`src/rtl/dds_pkg.sv`:
```
// Shared types and constants for the DDS modulation controller.
package dds_pkg;

    typedef enum logic [1:0] {
        SIG_SIN    = 2'b00,
        SIG_COS    = 2'b01,
        SIG_SAW    = 2'b10,
        SIG_SQUARE = 2'b11
    } sig_sel_t;

    typedef enum logic [1:0] {
        MOD_ASK  = 2'b00,
        MOD_FSK  = 2'b01,
        MOD_BPSK = 2'b10,
        MOD_LFSR = 2'b11
    } mod_sel_t;

    typedef enum logic [1:0] {
        IDLE  = 2'd0,
        ARMED = 2'd1,
        HOLD  = 2'd2
    } ctrl_state_t;

    localparam logic [4:0] LFSR_SEED = 5'b00001;
    localparam int         LFSR_TAP  = 2;

endpackage

```
`src/rtl/dds_mod_controller_lfsr_gen.sv`:
```
// 5-bit Fibonacci LFSR (x^5+x^3+1) that advances on step_i and
// recovers to the seed if it ever lands in the all-zero lock-up state.
module lfsr_gen
    import dds_pkg::*;
(
    input  logic       clk,
    input  logic       reset,
    input  logic       step_i,
    output logic [4:0] lfsr_o
);

    logic [4:0] lfsr_q, lfsr_d;

    // Zero recovery wins over stepping so the register can never stay stuck.
    always_comb begin
        lfsr_d = lfsr_q;
        if (lfsr_q == 5'b00000) begin
            lfsr_d = LFSR_SEED;
        end else if (step_i) begin
            lfsr_d = {lfsr_q[0] ^ lfsr_q[LFSR_TAP], lfsr_q[4:1]};
        end
    end

    always_ff @(posedge clk or posedge reset) begin
        if (reset) begin
            lfsr_q <= LFSR_SEED;
        end else begin
            lfsr_q <= lfsr_d;
        end
    end

    assign lfsr_o = lfsr_q;

endmodule

```
`src/rtl/dds_mod_controller.sv`:
```
// DDS waveform/modulation sequencer: synchronizes switch requests, applies them
// glitch-free at phase-accumulator wraps, and produces the LFSR modulating bit.
module dds_mod_controller
    import dds_pkg::*;
#(
    parameter int unsigned TICK_DIV     = 50_000_000,
    parameter int unsigned WRAP_TIMEOUT = 1024,
    parameter int unsigned HOLD_CYC     = 4
) (
    input  logic       clk,
    input  logic       reset,
    input  logic [1:0] sig_sel_req,
    input  logic [1:0] mod_sel_req,
    input  logic       phase_wrap,
    output logic [1:0] sig_sel,
    output logic [1:0] mod_sel,
    output logic       en,
    output logic [4:0] lfsr,
    output logic       tick,
    output logic       busy
);

    localparam int unsigned DIV_W  = $clog2(TICK_DIV);
    localparam int unsigned TO_W   = $clog2(WRAP_TIMEOUT + 1);
    localparam int unsigned HOLD_W = $clog2(HOLD_CYC + 1);

    localparam logic [DIV_W-1:0]  DIV_LAST  = DIV_W'(TICK_DIV - 1);
    localparam logic [TO_W-1:0]   TO_LAST   = TO_W'(WRAP_TIMEOUT - 1);
    localparam logic [HOLD_W-1:0] HOLD_LAST = HOLD_W'(HOLD_CYC - 1);

    logic [3:0]        reqSync1_q, reqSync2_q;
    logic [DIV_W-1:0]  divCnt_q, divCnt_d;
    logic              tick_q;
    logic [4:0]        lfsrVal;
    logic              en_q;
    ctrl_state_t       state_q, state_d;
    logic [3:0]        shadow_q, shadow_d;
    logic [3:0]        applied_q, applied_d;
    logic [TO_W-1:0]   toCnt_q, toCnt_d;
    logic [HOLD_W-1:0] holdCnt_q, holdCnt_d;
    logic              busy_q;

    always_ff @(posedge clk or posedge reset) begin
        if (reset) begin
            reqSync1_q <= 4'b0000;
            reqSync2_q <= 4'b0000;
        end else begin
            reqSync1_q <= {sig_sel_req, mod_sel_req};
            reqSync2_q <= reqSync1_q;
        end
    end

    // tick is registered against the next count so it is high exactly while the count sits at its last value.
    assign divCnt_d = (divCnt_q == DIV_LAST) ? '0 : divCnt_q + DIV_W'(1);

    always_ff @(posedge clk or posedge reset) begin
        if (reset) begin
            divCnt_q <= '0;
            tick_q   <= 1'b0;
        end else begin
            divCnt_q <= divCnt_d;
            tick_q   <= (divCnt_d == DIV_LAST);
        end
    end

    lfsr_gen u_lfsr (
        .clk    (clk),
        .reset  (reset),
        .step_i (tick_q),
        .lfsr_o (lfsrVal)
    );

    always_ff @(posedge clk or posedge reset) begin
        if (reset) begin
            en_q <= 1'b1;
        end else if (phase_wrap) begin
            en_q <= lfsrVal[0];
        end
    end

    // A wrap or timeout applies the shadow before any cancel or shadow refresh is considered.
    always_comb begin
        state_d   = state_q;
        shadow_d  = shadow_q;
        applied_d = applied_q;
        toCnt_d   = toCnt_q;
        holdCnt_d = holdCnt_q;
        case (state_q)
            IDLE: begin
                if (reqSync2_q != applied_q) begin
                    shadow_d = reqSync2_q;
                    toCnt_d  = '0;
                    state_d  = ARMED;
                end
            end
            ARMED: begin
                if (phase_wrap || (toCnt_q == TO_LAST)) begin
                    applied_d = shadow_q;
                    holdCnt_d = '0;
                    state_d   = HOLD;
                end else if (reqSync2_q == applied_q) begin
                    state_d = IDLE;
                end else begin
                    if (reqSync2_q != shadow_q) begin
                        shadow_d = reqSync2_q;
                    end
                    toCnt_d = toCnt_q + TO_W'(1);
                end
            end
            HOLD: begin
                if (holdCnt_q == HOLD_LAST) begin
                    state_d = IDLE;
                end else begin
                    holdCnt_d = holdCnt_q + HOLD_W'(1);
                end
            end
            default: state_d = IDLE;
        endcase
    end

    always_ff @(posedge clk or posedge reset) begin
        if (reset) begin
            state_q   <= IDLE;
            shadow_q  <= 4'b0000;
            applied_q <= 4'b0000;
            toCnt_q   <= '0;
            holdCnt_q <= '0;
            busy_q    <= 1'b0;
        end else begin
            state_q   <= state_d;
            shadow_q  <= shadow_d;
            applied_q <= applied_d;
            toCnt_q   <= toCnt_d;
            holdCnt_q <= holdCnt_d;
            busy_q    <= (state_d != IDLE);
        end
    end

    assign sig_sel = applied_q[3:2];
    assign mod_sel = applied_q[1:0];
    assign en      = en_q;
    assign lfsr    = lfsrVal;
    assign tick    = tick_q;
    assign busy    = busy_q;

endmodule

```
`config.mk`:
```
export PLATFORM = sky130hd
export DESIGN_NAME = dds_mod_controller
export DESIGN_NICKNAME = d
export VERILOG_FILES = /design/src/rtl/dds_pkg.sv /design/src/rtl/dds_mod_controller_lfsr_gen.sv /design/src/rtl/dds_mod_controller.sv
export SDC_FILE = /design/constraint.sdc
export NUM_CORES = 1
export LEC_CHECK = 0
export CAP_MARGIN = 20
export CORE_MARGIN = 2
export CORE_UTILIZATION = 37
export CTS_BUF_LIST = sky130_fd_sc_hd__clkbuf_2 sky130_fd_sc_hd__clkbuf_4 sky130_fd_sc_hd__clkbuf_8
export CTS_CLUSTER_DIAMETER = 80
export DETAILED_ROUTE_END_ITERATION = 12
export PLACE_DENSITY = 0.63
export SYNTH_ARGS = -nofsm -noshare
export SYNTH_HDL_FRONTEND = slang
export SYNTH_HIERARCHICAL = 1
export SYNTH_SLANG_ARGS = --single-unit
```
`constraint.sdc`:
```
create_clock -name clk -period 2 [get_ports clk]
set_input_delay 0.3 -clock clk [delete_from_list [all_inputs] [get_ports clk]]
set_output_delay 0.3 -clock clk [all_outputs]
set_load 0.005 [all_outputs]
```
Word-level counts from Yosys, hierarchy flattened
Index checks and enable logic that the tools add are counted.
{"block": "classes", "n_eq_ne": 15, "mux": 20, "addsub": 3, "reduce_logical": 11, "bitwise_logic": 1}
{"op": "== test 26 bit, second input constant", "n": 2}
{"op": "2-to-1 mux 11 bit", "n": 3}
{"op": "adder 26 x 1 -> 26 bit, second input constant", "n": 1}
{"op": "2-to-1 mux 26 bit", "n": 1}
{"op": "case mux 11 bit (2 select lines)", "n": 1}
{"op": "2-to-1 mux 4 bit", "n": 4}
{"op": "inequality test 2 bit, second input constant", "n": 6}
{"op": "adder 11 x 1 -> 11 bit, second input constant", "n": 1}
{"op": "== test 11 x 10 -> 1 bit, second input constant", "n": 1}
{"op": "2-to-1 mux 5 bit", "n": 2}
{"op": "2-to-1 mux 2 bit", "n": 4}
{"op": "inequality test 4 bit", "n": 2}
{"op": "case mux 4 bit (2 select lines)", "n": 1}
{"op": "nonzero test 2 bit", "n": 4}
{"op": "2-to-1 mux 3 bit", "n": 2}
{"op": "case mux 2 bit (3 select lines)", "n": 1}
{"op": "case mux 3 bit (2 select lines)", "n": 1}
{"op": "zero test 5 bit", "n": 1}
{"op": "AND reduction 5 bit", "n": 1}
{"op": "== test 4 bit", "n": 1}
{"op": "AND reduction 4 bit", "n": 1}
{"op": "adder 3 x 1 -> 3 bit, second input constant", "n": 1}
{"op": "== test 3 x 2 -> 1 bit, second input constant", "n": 1}
{"op": "AND reduction 3 bit", "n": 1}
{"op": "other kinds (6)", "n": 6}
{"block": "totals", "register_bits": 66, "out_inout_bits": 12, "elab_cells": 62}

Depth between registers and ports, before layout
Gate-level depths: netlist of the first run.
{"block": "logic_depth", "word_depth": 5, "depth_mapped": 8, "ltp_nobuf": 8}

Hierarchy
The synthesis of the first run kept the hierarchy.
{"module": "dds_mod_controller", "cells_each": 289, "area_each_um2": 2900.3, "n_inst": 1, "seq_area_each_um2": 1527.7}
{"module": "lfsr_gen", "cells_each": 16, "area_each_um2": 215.2, "n_inst": 1, "seq_area_each_um2": 126.4}

Worst setup path before layout of the first run
OpenSTA, ideal clock, no wires.
{"block": "synth_path", "kind": "flip-flop to flip-flop", "start": "register divCnt_q[0]", "end": "register tick_q, in the netlist tick", "setup_time_ns": 0.096, "required_time_ns": 1.904, "n_path_buf": 1, "stages_incl_launch_ff": 9, "t_arrival_ns": 1.889, "slack_ns": 0.015, "period_less_slack_ns": 1.985, "path_cell_list": "dfrtp_1 -> ha_1 -> and4_1 -> clkbuf_1 -> nand2_1 -> xnor2_1 -> nor4_2 -> nand4bb_1 -> nor4_2"}
{"block": "synth_via", "elab_chain_cells": 3, "elab_cells_between_ends": 4}
{"element": "start, declared", "line_no": "dds_mod_controller.sv:32", "text": "logic [DIV_W-1:0] divCnt_q, divCnt_d;"}
{"element": "start signal, assigned", "line_no": "dds_mod_controller.sv:61", "text": "divCnt_q <= divCnt_d;"}
{"element": "adder 26 x 1 -> 26 bit or == test 26 bit (tied branches)", "line_no": "dds_mod_controller.sv:54", "text": "assign divCnt_d = (divCnt_q == DIV_LAST) ? '0 : divCnt_q + DIV_W'(1);"}
{"element": "2-to-1 mux 26 bit *", "line_no": "dds_mod_controller.sv:54"}
{"element": "via divCnt_d[8]", "line_no": "dds_mod_controller.sv:32"}
{"element": "== test 26 bit *", "line_no": "dds_mod_controller.sv:62", "text": "tick_q <= (divCnt_d == DIV_LAST);"}
{"element": "end signal, assigned", "line_no": "dds_mod_controller.sv:62"}
{"element": "end, declared", "line_no": "dds_mod_controller.sv:33", "text": "logic tick_q;"}
Mark *: on every way through the listed nets, which the timed path passes. The rest lies on a longest branch.
A chain may end at the register's enable or synchronous reset.

Final worst setup path of the first run
{"block": "layout_path", "start": "register divCnt_q[9]", "end": "register tick_q, in the netlist tick"}
{"block": "layout_via", "elab_chain_cells": 3, "elab_cells_between_ends": 4}
{"element": "adder 26 x 1 -> 26 bit or == test 26 bit (tied branches)", "line_no": "dds_mod_controller.sv:54"}
{"element": "2-to-1 mux 26 bit *", "line_no": "dds_mod_controller.sv:54"}
{"element": "== test 26 bit *", "line_no": "dds_mod_controller.sv:62"}
Every way passes the cells marked *; elsewhere a longest branch is shown, timed or not.

==> flow_summary.json, run 1 <==
{
  "run_status": "complete, but fails checks",
  "violations": "negative setup slack",
  "synth_largest_area_cell": "sky130_fd_sc_hd__dfrtp_1",
  "fill_cells": 750,
  "final_design_area_no_fill_mm2": 0.00402,
  "cell_area_reported_after_detailed_placement_mm2": 0.00368,
  "residual_drc": 0,
  "number_of_synthesized_flops_with_an_enable_pin": 0,
  "critical-path-max-stage-delay_ps": 380,
  "number_of_nets_in_the_synthesized_netlist": 316,
  "cts_num_sinks": 66,
  "total_leakage_power_nw": 1.77,
  "globalRouteOverflowTotal": 0,
  "placed_cells_incl_taps": 457,
  "post-synth-top-count-cell": "sky130_fd_sc_hd__dfrtp_1",
  "cp.buffers_inverters": 1,
  "vdd_drop_max_v": 0.000381,
  "drv.max_cap_violation_count": 0,
  "syn2layout_area_growth_pct": 29.0,
  "synth_top_flop_cell": "sky130_fd_sc_hd__dfrtp_1",
  "synth-async-reset-ratio": 1.00,
  "clk_transition_reported_paths_ps": 80,
  "start_util": 0.381,
  "drive_gt1_frac": 0.217,
  "clock_path_buffers": 2,
  "stdcell_count": 478,
  "fin_ws_ps": -25.5,
  "port_buffers": 18,
  "pin_count_of_the_biggest_net_entering_global_routing": 62,
  "die_area_mm2": 0.00917,
  "cts_made_buffers": 9,
  "clkLatencyLatePin_ps": 350,
  "power_density_of_the_placed_cells_mw_per_mm2": 932,
  "detail_route.first_pass.iterations": 4,
  "hold_viol_final": 0,
  "skew_ps": 8.68,
  "finalHoldWorstSlack_ps": 192,
  "clock-root-buffer": "sky130_fd_sc_hd__clkbuf_8",
  "num_antenna_cells": 0,
  "fmax_ghz": 0.494,
  "gp_congestion": 0.882,
  "yosys_register_bits": 66,
  "coreArea_mm2": 0.00818,
  "antenna_found_initial": 0,
  "syn_area_mm2": 0.00312,
  "detail_route.vias_per_cell": 5.12,
  "std_cell_rows": 33,
  "post_synth_most_frequent_cells": "64 x sky130_fd_sc_hd__dfrtp_1, 48 x sky130_fd_sc_hd__nand2_1, 34 x sky130_fd_sc_hd__nor2_1",
  "design_power_total_mw": 3.75,
  "drt-wirelength-per-cell_um": 14.4,
  "ctsHoldBuffers": 0,
  "routed_wirelength_um": 6900,
  "critPathCaptureType": "flip-flop",
  "crit_path_class": "flip-flop to flip-flop",
  "finalSetupViolations": 1,
  "final_layout_net_count": 379,
  "via_count": 2447,
  "grt_pass1_wl_um": 11300,
  "unrepaired_setup_endpoints_after_global_routing": "yes",
  "worst_slew_margin_rel": 0.679,
  "worst_path_dominant_cell_family": "simple AND/OR/NAND/NOR gates",
  "grt.total_usage": 0.163,
  "path_cells": "buf_4, and4_1, nand4_1, a21oi_1, o32a_1, or3_1, nor4_2",
  "place.detailed.hpwl_um": 4770,
  "chip_width_um": 95.8,
  "synthesis.yosys.warnings": 6,
  "grt_pass1_vias": 2406,
  "detail_route.iter0.violations": 105,
  "post_synth.cell_area_avg_um2": 10.2,
  "htree_levels": 3,
  "critical_path_arrival_ps": 2280,
  "path_max_fanout": 7,
  "timing_max_transition_violations_final": 0,
  "boundaryPins": 19,
  "worst_tran_pin_value_ps": 478,
  "synth.distinct_cells": 50,
  "synthDominantCellAreaShare": 0.514,
  "tritoncts": "done",
  "dp_worst_setup_slack_ps": -49.3,
  "worstHoldPathType": "primary input to asynchronous set/reset pin",
  "required_ps": 2250,
  "dieHeight_um": 95.8,
  "netlist_top_cells_area": "sky130_fd_sc_hd__dfrtp_1 51%, sky130_fd_sc_hd__nand2_1 5.8%, sky130_fd_sc_hd__xnor2_1 5.6%",
  "postSynthCellCount": 305,
  "synth.yosys.seq_area_share": 0.531,
  "drtAntennaViolNets": 0,
  "final.period_utilization": 1.01,
  "finalWorstPathRequiredPeriod_ps": 2030,
  "timing.critical_path.slowest_stage_cell": "sky130_fd_sc_hd__dfrtp_1",
  "timing.critical_path.from_type": "flip-flop"
}
-- cell type report --
class | instances | area, um2 | area share
clock buffers | 9 | 124 | 0.0308
clock inverters | 7 | 125 | 0.0311
inverters | 8 | 30.0 | 0.00747
multi-input cells | 223 | 1420 | 0.354
flip-flops and latches | 66 | 1660 | 0.412
well taps | 105 | 131 | 0.0327
repair buffers | 60 | 528 | 0.131
-- metrics by stage --
| step | setup TNS (ps) | util |
|---|---|---|
| 3_5_place_dp | -49.3 | 0.450 |
| 5_1_grt | -131 | 0.491 |
| 2_1_floorplan | 0 | - |
| 4_1_cts | 0 | 0.484 |
| 3_3_place_gp | 0 | 0.450 |
| 6_report | -25.5 | 0.491 |
-- what timing repair did --
| action | 4_1_cts | 5_1_grt |
|---|---|---|
| endpoints found under the setup margin | 1 | 27 |
| buffers inserted | 2 | 3 |
| hold endpoints to repair | 0 | 0 |
| pin swaps | 2 | 4 |
| resized for setup | 4 | 9 |
-- worst paths after layout --
check | end | start | cells after the start | slack, ps
worst max register to register | tick | divCnt_q[9] | 7 | -30
worst max-delay path | tick | divCnt_q[9] | 7 | -30
min in group clk | reqSync2_q[2] | reqSync1_q[2] | 0 | 350
worst min register to register | reqSync2_q[2] | reqSync1_q[2] | 0 | 350
worst min-delay path | u_lfsr/lfsr_o[4] | reset | 2 | 190
max in group asynchronous | en | reset | 3 | 1360
-- cells by family (layout without fill, tap and decap cells) --
kind of cell    count (synthesis)  after routing  share of synthesized area
buf+inv                        16             84                     0.0257
simple gates                  155            155                      0.260
mux                             5              5                     0.0177
flops                          66             66                      0.531
compound gates                 24             24                     0.0510
fa+ha+maj                       4              4                     0.0161
xor+xnor                       35             35                     0.0984
-- sequential cells by signal, summed over array words and instances (netlist names), 2 cells and up --
register       count
divCnt_q          26
toCnt_q           11
u_lfsr/lfsr_o      5
applied_q          4
reqSync1_q         4
reqSync2_q         4
shadow_q           4
holdCnt_q          3
state_q            2
-- per-layer routing --
metal | GRT usage | vias to the layer above | share of wire
met5 | 0 | - | 0
met4 | 0.0798 | 0 | 0.027
met3 | 0.0431 | 20 | 0.044
met2 | 0.266 | 51 | 0.49
met1 | 0.200 | 1196 | 0.43
li1 | - | 1180 | -
-- report_power, final --
part / internal [mW] / switching (mW) / leakage [nW]
sequential: 1.50 / 0.129 / 0.856
clock: 0.840 / 0.563 / 0.124
combinational: 0.314 / 0.402 / 0.791
total: 2.65 / 1.10 / 1.77
-- placed cells by master (no fill, tap or decap), types with 3 or more instances in the layout --
master                            synthesis  layout
sky130_fd_sc_hd__a21oi_1                  5       5
sky130_fd_sc_hd__and3_1                   3       3
sky130_fd_sc_hd__and4_1                   5       4
sky130_fd_sc_hd__buf_4                    1      38
sky130_fd_sc_hd__bufinv_16                0       3
sky130_fd_sc_hd__clkbuf_8                 0       9
sky130_fd_sc_hd__clkdlybuf4s50_1          0      18
sky130_fd_sc_hd__dfrtp_1                 64      63
sky130_fd_sc_hd__ha_1                     4       3
sky130_fd_sc_hd__inv_1                    7       6
sky130_fd_sc_hd__nand2_1                 48      47
sky130_fd_sc_hd__nand3_1                 17      17
sky130_fd_sc_hd__nand4_1                  7       7
sky130_fd_sc_hd__nand4b_1                 4       4
sky130_fd_sc_hd__nor2_1                  34      34
sky130_fd_sc_hd__nor3_1                  11       9
sky130_fd_sc_hd__nor4_2                   3       3
sky130_fd_sc_hd__o21ai_0                  8       8
sky130_fd_sc_hd__or3_1                    5       5
sky130_fd_sc_hd__xnor2_1                 20      20
sky130_fd_sc_hd__xor2_1                  15      15
No activity file was read; power rests on OpenSTA's default activity.
==> inputs of run 2 (changes only) <==
- ABC_AREA: not set -> 1
==> flow_summary.json, run 2 <==
{
  "run_status": "finished clean",
  "htree_levels": 3,
  "detail_route.iter0.violations": 211,
  "globalRouteOverflowTotal": 0,
  "critical-path-max-stage-delay_ps": 400,
  "finalSetupViolations": 0,
  "boundaryPins": 19,
  "post_synth.cell_area_avg_um2": 7.68,
  "design_power_total_mw": 3.72,
  "clock_path_buffers": 2,
  "grt_pass1_wl_um": 12600,
  "tritoncts": "done",
  "residual_drc": 0,
  "top_library_cells_by_usage_in_the_layout_fill_and_taps_aside": "134 x sky130_fd_sc_hd__nand2_1, 64 x sky130_fd_sc_hd__dfrtp_1, 59 x sky130_fd_sc_hd__inv_1",
  "final-seq-area_mm2": 0.00165,
  "ctsHoldBuffers": 0,
  "grt_pass1_vias": 2737,
  "final.period_utilization": 0.913,
  "timing.critical_path.slowest_stage_cell": "sky130_fd_sc_hd__dfrtp_1",
  "power_density_of_the_placed_cells_mw_per_mm2": 895,
  "netlist_top_cells_area": "sky130_fd_sc_hd__dfrtp_1 45%, sky130_fd_sc_hd__nand2_1 14%, sky130_fd_sc_hd__inv_1 6.4%",
  "pin_count_of_the_biggest_net_entering_global_routing": 35,
  "gp_congestion": 0.884,
  "required_ps": 2270,
  "largest-register": "divCnt_q",
  "clock-root-buffer": "sky130_fd_sc_hd__clkbuf_8",
  "synth_largest_area_cell": "sky130_fd_sc_hd__dfrtp_1",
  "drive_gt1_frac": 0.117,
  "path_cells": "ha_2, nand3_2, nor2_2, xor2_1, nand2_1, nor2_1, nand3_1, nor2_1, nand2_1, nor2_1",
  "syn2layout_area_growth_pct": 17.4,
  "post-route-util": 0.450,
  "skew_ps": 6.17,
  "setup-tns-final_ps": 0,
  "cell_area_reported_after_detailed_placement_mm2": 0.00388,
  "clk_transition_reported_paths_ps": 70,
  "grt.total_usage": 0.157,
  "num_antenna_cells": 0,
  "mostFrequentLayoutCell": "sky130_fd_sc_hd__nand2_1",
  "synth-async-reset-ratio": 1.00,
  "routed_wirelength_um": 7440,
  "crit_path_class": "flip-flop to flip-flop",
  "post_synth_most_frequent_cells": "134 x sky130_fd_sc_hd__nand2_1, 64 x sky130_fd_sc_hd__dfrtp_1, 60 x sky130_fd_sc_hd__inv_1",
  "number_of_synthesized_flops_with_an_enable_pin": 0,
  "yosys_register_bits": 66,
  "worst-r2r-cell-count": 10,
  "start_util": 0.383,
  "detail_route.first_pass.iterations": 7,
  "worst_tran_pin_value_ps": 447,
  "timing_max_transition_violations_final": 0,
  "die_area_mm2": 0.0104,
  "std_cell_rows": 35,
  "finalWorstPathRequiredPeriod_ps": 1830,
  "number_of_nets_in_the_synthesized_netlist": 472,
  "dieHeight_um": 102,
  "critPathCaptureType": "flip-flop",
  "unrepaired_setup_endpoints_after_global_routing": "no",
  "hold_viol_final": 0,
  "cts_made_buffers": 9,
  "chip_width_um": 102,
  "fmax_ghz": 0.548,
  "via_count": 2921,
  "largest_register_ff_count": 26,
  "place.detailed.hpwl_um": 5510,
  "final_design_area_no_fill_mm2": 0.00415,
  "worstHoldPathType": "primary input to asynchronous set/reset pin",
  "critical_path_arrival_ps": 2100,
  "detail_route.vias_per_cell": 4.67,
  "drt-wirelength-per-cell_um": 11.9,
  "fill_cells": 927,
  "synth_top_flop_cell": "sky130_fd_sc_hd__dfrtp_1",
  "synthDominantCellAreaShare": 0.452,
  "synthesis.yosys.warnings": 6,
  "postSynthCellCount": 461,
  "antenna_found_initial": 0,
  "worst_slew_margin_rel": 0.702,
  "drv.max_cap_violation_count": 0,
  "path_common_cell": "sky130_fd_sc_hd__nor2_1",
  "clkLatencyLatePin_ps": 340,
  "path_max_fanout": 5,
  "synth.yosys.seq_area_share": 0.467,
  "port_buffers": 18,
  "synth.distinct_cells": 34,
  "timing.critical_path.from_type": "flip-flop",
  "final_layout_net_count": 503,
  "post-synth-top-count-cell": "sky130_fd_sc_hd__nand2_1",
  "area_occupied_by_multi_input_gates_mm2": 0.00163,
  "drtAntennaViolNets": 0,
  "syn_area_mm2": 0.00354,
  "vdd_drop_max_v": 0.000353,
  "coreArea_mm2": 0.00924,
  "total_leakage_power_nw": 1.94,
  "cts_num_sinks": 66
}
-- run 2: worst paths after layout --
kind                                    start          endpoint  slack (ps)
worst max-delay path              divCnt_q[0]              tick         170
worst max register to register    divCnt_q[0]              tick         170
worst min register to register  reqSync1_q[2]     reqSync2_q[2]         350
max in group asynchronous               reset                en        1250
worst min-delay path                    reset  u_lfsr/lfsr_o[3]         210
min in group clk                reqSync1_q[2]     reqSync2_q[2]         350
-- run 2: where the power goes --
group / total (mW) / leakage, nW / internal [mW] / switching (mW)
sequential: 1.63 / 0.860 / 1.49 / 0.137
clock: 1.42 / 0.126 / 0.911 / 0.514
combinational: 0.667 / 0.951 / 0.255 / 0.411
-- run 2: repair_timing --
item | CTS | global route
buffers inserted | 0 | 1
setup endpoints to repair | 0 | 1
gates resized for setup | 0 | 2
-- run 2: worst max-delay path: cells and delay by family, from the launching register on --
kind | cells | cell delay, ps
and+or+nand+nor | 8 | 880
xor gates and xnor gates | 1 | 210
adders and majority gates | 1 | 250
DFF | 1 | 400
-- run 2: cells by family (layout without fill, tap and decap cells) --
group | count (synthesis) | in the layout | synth area share
AO/OA/AOI/OAI | 39 | 39 | 0.0615
buffers and inverters | 65 | 101 | 0.0725
multiplexers | 1 | 1 | 0.00318
XOR/XNOR | 14 | 14 | 0.0346
AND/OR/NAND/NOR | 272 | 272 | 0.347
flip-flops | 66 | 66 | 0.467
adder cells (fa/ha/maj) | 4 | 4 | 0.0141
-- run 2: area by class of cell --
type                       instances  share of cell area
inverter                          64              0.0590
tap                              129              0.0389
clock buffer                      12              0.0383
multi-input combinational        330               0.393
sequential                        66               0.398
clock inverter                     4              0.0235
timing repair buffer              21              0.0488
-- run 2: per-stage QoR --
step	hold WS (ps)	instances	setup slack, ps
3_3_place_gp	333	609	200
5_1_grt	229	626	5.03
2_1_floorplan	77.8	461	189
6_report	207	626	174
3_5_place_dp	335	609	138
4_1_cts	197	625	112
-- run 2: per-layer routing --
metal	up-vias	GRT usage	routed length (um)
met1	1350	0.212	3630
li1	1510	-	-
met4	0	0.0523	83
met2	54	0.243	3430
met3	7	0.0458	286
met5	-	0	0
